`src/rtl/video_layer_mixer.sv`:
```
// rtl/video_layer_mixer.sv - N-layer colour-keyed pixel compositor with a fixed 2-cycle pipeline
// Additive blending is built only when MIXER_ADD_MODE_EN is defined.
module video_layer_mixer #(
  parameter int NLAYERS = 4,
  parameter int COLSPC  = 10,
  parameter int LATENCY = 2
) (
  input  logic                        video_clk_pix,
  input  logic                        video_rst,
  input  logic                        video_enable,
  input  logic                        hsync,
  input  logic                        vsync,
  input  logic                        frame_start,
  input  logic [NLAYERS*COLSPC-1:0]   layer_red,
  input  logic [NLAYERS*COLSPC-1:0]   layer_green,
  input  logic [NLAYERS*COLSPC-1:0]   layer_blue,
  input  logic [NLAYERS-1:0]          cfg_layer_en,
  input  logic [NLAYERS-1:0]          cfg_add_mode,
  input  logic [COLSPC-1:0]           cfg_key_red,
  input  logic [COLSPC-1:0]           cfg_key_green,
  input  logic [COLSPC-1:0]           cfg_key_blue,
  output logic                        out_enable,
  output logic                        out_hsync,
  output logic                        out_vsync,
  output logic [COLSPC-1:0]           red,
  output logic [COLSPC-1:0]           green,
  output logic [COLSPC-1:0]           blue
);

  localparam int W = NLAYERS * COLSPC;

  if (LATENCY != 2) begin : g_bad_latency
    $error("video_layer_mixer: only LATENCY=2 is supported");
  end
  if (NLAYERS < 2 || NLAYERS > 8) begin : g_bad_nlayers
    $error("video_layer_mixer: NLAYERS must be in 2..8");
  end

  logic [NLAYERS-1:0] act_en_q;
  logic [COLSPC-1:0]  act_key_r_q, act_key_g_q, act_key_b_q;
  logic [NLAYERS-1:0] use_en;
  logic [COLSPC-1:0]  use_key_r, use_key_g, use_key_b;

  // The frame_start pixel already sees the newly staged config.
  assign use_en    = frame_start ? cfg_layer_en  : act_en_q;
  assign use_key_r = frame_start ? cfg_key_red   : act_key_r_q;
  assign use_key_g = frame_start ? cfg_key_green : act_key_g_q;
  assign use_key_b = frame_start ? cfg_key_blue  : act_key_b_q;

  always_ff @(posedge video_clk_pix) begin
    if (video_rst) begin
      act_en_q    <= '1;
      act_key_r_q <= '0;
      act_key_g_q <= '0;
      act_key_b_q <= '0;
    end else if (frame_start) begin
      act_en_q    <= cfg_layer_en;
      act_key_r_q <= cfg_key_red;
      act_key_g_q <= cfg_key_green;
      act_key_b_q <= cfg_key_blue;
    end
  end

`ifdef MIXER_ADD_MODE_EN
  logic [NLAYERS-1:0] act_add_q, use_add, s1_add_q;

  assign use_add = frame_start ? cfg_add_mode : act_add_q;

  always_ff @(posedge video_clk_pix) begin
    if (video_rst) begin
      act_add_q <= '0;
      s1_add_q  <= '0;
    end else begin
      if (frame_start) act_add_q <= cfg_add_mode;
      s1_add_q <= use_add;
    end
  end

  function automatic logic [COLSPC-1:0] sat_add(input logic [COLSPC-1:0] a,
                                                input logic [COLSPC-1:0] b);
    logic [COLSPC:0] s;
    s = {1'b0, a} + {1'b0, b};
    return s[COLSPC] ? {COLSPC{1'b1}} : s[COLSPC-1:0];
  endfunction
`else
  logic unused_add_mode;
  assign unused_add_mode = ^cfg_add_mode;
`endif

  logic [NLAYERS-1:0] opaque_d;

  always_comb begin
    opaque_d = '0;
    for (int i = 0; i < NLAYERS; i++) begin
      opaque_d[i] = use_en[i] &&
                    !((layer_red[i*COLSPC +: COLSPC]   == use_key_r) &&
                      (layer_green[i*COLSPC +: COLSPC] == use_key_g) &&
                      (layer_blue[i*COLSPC +: COLSPC]  == use_key_b));
    end
  end

  logic [W-1:0]       s1_r_q, s1_g_q, s1_b_q;
  logic [NLAYERS-1:0] s1_opaque_q;
  logic               s1_en_q, s1_hs_q, s1_vs_q;

  always_ff @(posedge video_clk_pix) begin
    if (video_rst) begin
      s1_r_q      <= '0;
      s1_g_q      <= '0;
      s1_b_q      <= '0;
      s1_opaque_q <= '0;
      s1_en_q     <= 1'b0;
      s1_hs_q     <= 1'b0;
      s1_vs_q     <= 1'b0;
    end else begin
      s1_r_q      <= layer_red;
      s1_g_q      <= layer_green;
      s1_b_q      <= layer_blue;
      s1_opaque_q <= opaque_d;
      s1_en_q     <= video_enable;
      s1_hs_q     <= hsync;
      s1_vs_q     <= vsync;
    end
  end

  logic [COLSPC-1:0] mix_r_d, mix_g_d, mix_b_d;

  // Bottom-up walk: a later opaque layer overrides, so the top opaque layer wins.
  always_comb begin
    mix_r_d = '0;
    mix_g_d = '0;
    mix_b_d = '0;
    for (int i = 0; i < NLAYERS; i++) begin
      if (s1_opaque_q[i]) begin
`ifdef MIXER_ADD_MODE_EN
        if (s1_add_q[i]) begin
          mix_r_d = sat_add(mix_r_d, s1_r_q[i*COLSPC +: COLSPC]);
          mix_g_d = sat_add(mix_g_d, s1_g_q[i*COLSPC +: COLSPC]);
          mix_b_d = sat_add(mix_b_d, s1_b_q[i*COLSPC +: COLSPC]);
        end else
`endif
        begin
          mix_r_d = s1_r_q[i*COLSPC +: COLSPC];
          mix_g_d = s1_g_q[i*COLSPC +: COLSPC];
          mix_b_d = s1_b_q[i*COLSPC +: COLSPC];
        end
      end
    end
    if (!s1_en_q) begin
      mix_r_d = '0;
      mix_g_d = '0;
      mix_b_d = '0;
    end
  end

  logic              out_en_q, out_hs_q, out_vs_q;
  logic [COLSPC-1:0] red_q, green_q, blue_q;

  always_ff @(posedge video_clk_pix) begin
    if (video_rst) begin
      out_en_q <= 1'b0;
      out_hs_q <= 1'b0;
      out_vs_q <= 1'b0;
      red_q    <= '0;
      green_q  <= '0;
      blue_q   <= '0;
    end else begin
      out_en_q <= s1_en_q;
      out_hs_q <= s1_hs_q;
      out_vs_q <= s1_vs_q;
      red_q    <= mix_r_d;
      green_q  <= mix_g_d;
      blue_q   <= mix_b_d;
    end
  end

  assign out_enable = out_en_q;
  assign out_hsync  = out_hs_q;
  assign out_vsync  = out_vs_q;
  assign red        = red_q;
  assign green      = green_q;
  assign blue       = blue_q;

endmodule

```
`config.mk`:
```
export PLATFORM = sky130hd
export DESIGN_NAME = video_layer_mixer
export DESIGN_NICKNAME = d
export VERILOG_FILES = /design/src/rtl/video_layer_mixer.sv
export SDC_FILE = /design/constraint.sdc
export NUM_CORES = 1
export LEC_CHECK = 0
export CAP_MARGIN = 10
export CORE_ASPECT_RATIO = 1.75
export CORE_UTILIZATION = 40
export CTS_BUF_LIST = sky130_fd_sc_hd__clkbuf_4
export CTS_CLUSTER_DIAMETER = 120
export DETAILED_ROUTE_END_ITERATION = 8
export PLACE_DENSITY = 0.67
export SETUP_SLACK_MARGIN = 0.05
export SYNTH_ARGS = -nofsm -noshare
export SYNTH_HDL_FRONTEND = slang
export SYNTH_SLANG_ARGS = --single-unit
```
`constraint.sdc`:
```
create_clock -name video_clk_pix -period 2.45 [get_ports video_clk_pix]
set_input_delay 0.49 -clock video_clk_pix [delete_from_list [all_inputs] [get_ports video_clk_pix]]
set_output_delay 0.49 -clock video_clk_pix [all_outputs]
set_load 0.02 [all_outputs]
```
==> results.sh <==
export IMPL_startpoint_type="flip-flop"
export IMPL_ios=197
export IMPL_synth_xor_area_share_pct=13.35
export IMPL_finalSetupViolations=0
export IMPL_hold_viol_final=0
export IMPL_pwr_share_clk_pct=25.8
export IMPL_rsz0062_at_grt="false"
export IMPL_drtPass1Iterations=4
export IMPL_p_int_w=0.004367
export IMPL_syn_to_final_growth_pct=31.57
export IMPL_ctsLongestPathBuffers=2
export IMPL_worstSetupPathDepth=1
export IMPL_drc=0
export IMPL_drt_iter0_markers=298
export IMPL_powerDensity_mw_per_mm2=597.5
export IMPL_detail_route_antenna_nets=0
export IMPL_swShare_pct=29.45
export IMPL_synth_top_cell_area_share_pct=49.32
export IMPL_setup_tns_ns=0
export IMPL_critPathCaptureType="output port"
export IMPL_fin_crit_sh_pct=84.97
export IMPL_synthSimpleGateAreaFrac_pct=20.56
export IMPL_drv_slew=0
export IMPL_nFillCells=1753
export IMPL_yosys_warnings=0
export IMPL_synthMuxAreaShare_pct=8.327
export IMPL_clk_pin_slew_worst_paths_ns=0.15
export IMPL_cts_resized=0
export IMPL_seqPwrFrac_pct=54.5
export IMPL_maxSlewHeadroom_pct=49.72
export IMPL_critical_path_slowest_cell="clkdlybuf4s50_1"
export IMPL_ys_ff_latch=194
export IMPL_crit_type="flip-flop to output port"
export IMPL_finalWorstSetupSlack_ns=0.3683
export IMPL_tritoncts="built"
export IMPL_status="complete, no violations"
export IMPL_via_per_inst=4.771
export IMPL_synth_area_per_cell_sq_um=10.50
export IMPL_core_sq_mm=0.01920
export IMPL_total_power_w=0.006190
export IMPL_synthTopCellsByArea="dfxtp_1 (49%), xor2_1 (12%), nor2b_1 (12%), mux2i_4 (6.3%), a221oi_1 (3.2%)"
export IMPL_tightest_slew_ns=0.7542
export IMPL_yosys_area_share_adder_pct=0
export IMPL_final_cell_mix="dfxtp_1 (193), clkdlybuf4s50_1 (190), nor2b_1 (154), xor2_1 (112), nor2_1 (64)"
export IMPL_cts_htree_levels=4
export IMPL_cts_root_buf="clkbuf_4"
export IMPL_cp_max_fo=1
export IMPL_synth_area_sq_mm=0.007874
export IMPL_path_buf_inv=1
export IMPL_synth_top_family_by_area="simple AND/OR/NAND/NOR gates"
export IMPL_die_w_microns=108.1
export IMPL_p_sw_w=0.001823
export IMPL_std_cell_rows=67
export IMPL_grt_max_degree=164
export IMPL_gp_congestion=0.8820
export IMPL_grtUsageTotal_pct=22.47
export IMPL_synth_cell_types=22
export IMPL_yosysSeqAreaShare_pct=49.32
export IMPL_synth_compound_area_share_pct=5.641
export IMPL_initial_utilization_pct=41.02
export IMPL_hold_path_class="primary input to flip-flop"
export IMPL_die_h_microns=187.6
export IMPL_cts_buffers=17
export IMPL_syn_nets=914
export IMPL_cts_setup_buffers=0
export IMPL_worst_endpoint_required_ns=1.96
export IMPL_place_hpwl_mm=17.07
export IMPL_grt_pass1_wl_mm=32.55
export IMPL_grt_pass1_vias=5716
export IMPL_final_common_cell="dfxtp_1"
export IMPL_postCtsHoldBufs=0
export IMPL_r2r_cells=5
export IMPL_clock_sinks=194
export IMPL_period_needed_ns=2.082
export IMPL_io_buffers=192
export IMPL_p_comb_share_pct=19.7
export IMPL_nets=1105
export IMPL_overflow=0
export IMPL_cp_cell_sequence="clkdlybuf4s50_1"
export IMPL_slowest_delay_ns=0.67
export IMPL_cp_top_family="buffers and inverters"
export IMPL_min_path_cells=3
export IMPL_wire_per_inst_microns=18.21
export IMPL_dp_slack_ns=0.05413
export IMPL_drive_gt1_share_pct=9.224
export IMPL_dr_total_vias=5711
export IMPL_dp_cells=1163
export IMPL_timing_fmax_mhz=480.4
export IMPL_leakage_nw=3.851
export IMPL_synth_cells=750
export IMPL_worst_ep_arrival_time_ns=1.59
export IMPL_clk_latency_ns=0.61
export IMPL_drt_wl_total_mm=21.80
export IMPL_max_vdd_ir_drop_uv=265.3
export IMPL_finalNonFillerCells=1197
export IMPL_drv_cap=0
export IMPL_synth_top_cell_by_area="dfxtp_1"
export IMPL_antenna_found_initial=2
export IMPL_dieArea_sq_mm=0.02027
export IMPL_finClkSkew_ns=0.03103
worst paths after layout:
kind	startpoint	end	slack, ns
hold reg to reg	s1_vs_q$_SDFF_PP0_	out_vsync$_SDFF_PP0_	0.46
setup reg to reg	act_key_r_q[2]$_SDFF_PP0_	s1_opaque_q[1]$_SDFF_PP0_	0.81
setup / recovery	red[1]$_SDFF_PP0_	red[1]	0.37
hold / removal	video_rst	out_enable$_SDFF_PP0_	0.34
state kept, by name, indices dropped and copies added, names as in the netlist:
name         cells
blue            10
act_en_q         4
out_vsync        1
s1_b_q          40
s1_hs_q          1
green           10
s1_vs_q          1
act_key_g_q     10
out_hsync        1
s1_g_q          40
out_enable       1
act_key_b_q     10
act_key_r_q     10
s1_en_q          1
red             10
s1_opaque_q      4
s1_r_q          40
power groups by stage:
stage | clock network (W) | registers, W | logic (W)
after global placement | 0 | 0.00344 | 0.00122
after detailed placement | 0 | 0.00344 | 0.00123
after CTS | 0.00166 | 0.00337 | 0.00123
after global routing | 0.00178 | 0.00339 | 0.00131
final | 0.00160 | 0.00337 | 0.00122
after floorplan | 0 | 0.00345 | 0.000628
synth_stat cells:
| master | number |
|---|---|
| dfxtp_1 | 194 |
| nor2b_1 | 155 |
| xor2_1 | 112 |
| nor2_1 | 64 |
| clkbuf_1 | 41 |
| nor3_1 | 33 |
| a21oi_1 | 30 |
| a221oi_1 | 29 |
| nand4_1 | 28 |
| mux2i_4 | 22 |
| mux2i_2 | 8 |
| xnor2_1 | 8 |
| mux2i_1 | 5 |
| nand2b_1 | 5 |
| a311oi_1 | 4 |
| nor4_1 | 4 |
| buf_12 | 2 |
| buf_6 | 2 |
| and3b_1 | 1 |
| inv_1 | 1 |
| nand2_1 | 1 |
| o21ai_1 | 1 |
per-stage QoR:
step / hold WS [ns] / util (%) / cell area, sq um
CTS: 0.3037 / 53.94 / 10350
floorplan: 0.4138 / - / 7874
global route: 0.3399 / 53.97 / 10360
global placement: 0.4217 / 52.64 / 10100
finish: 0.3355 / 53.97 / 10360
detailed placement: 0.4264 / 52.64 / 10100
metal layers:
layer,up-vias,share of wire (%),GRT usage (%)
met4,0,4.3,12.12
met3,37,3.7,2.815
met2,151,52,38.71
met1,2638,40,26.57
met5,-,0,0
li1,2885,-,-
final cells by class:
cell class / count / area [sq um] / share of cell area [%]
tap: 241 / 301.5 / 2.911
sequential: 194 / 3885 / 37.50
clock buffer: 17 / 127.6 / 1.232
inverter: 1 / 3.754 / 0.03623
antenna: 2 / 5.005 / 0.04831
timing repair buffer: 217 / 2142 / 20.68
multi-input combinational: 510 / 3772 / 36.41
clock inverter: 15 / 122.6 / 1.184
kinds of logic after synthesis:
group / Yosys count
DFF: 194
and+or+nand+nor: 291
AOI/OAI and AO/OA: 64
xor gates and xnor gates: 120
muxes: 35
buffers and inverters: 46
Note: power is estimated with default switching activity, not from simulation.
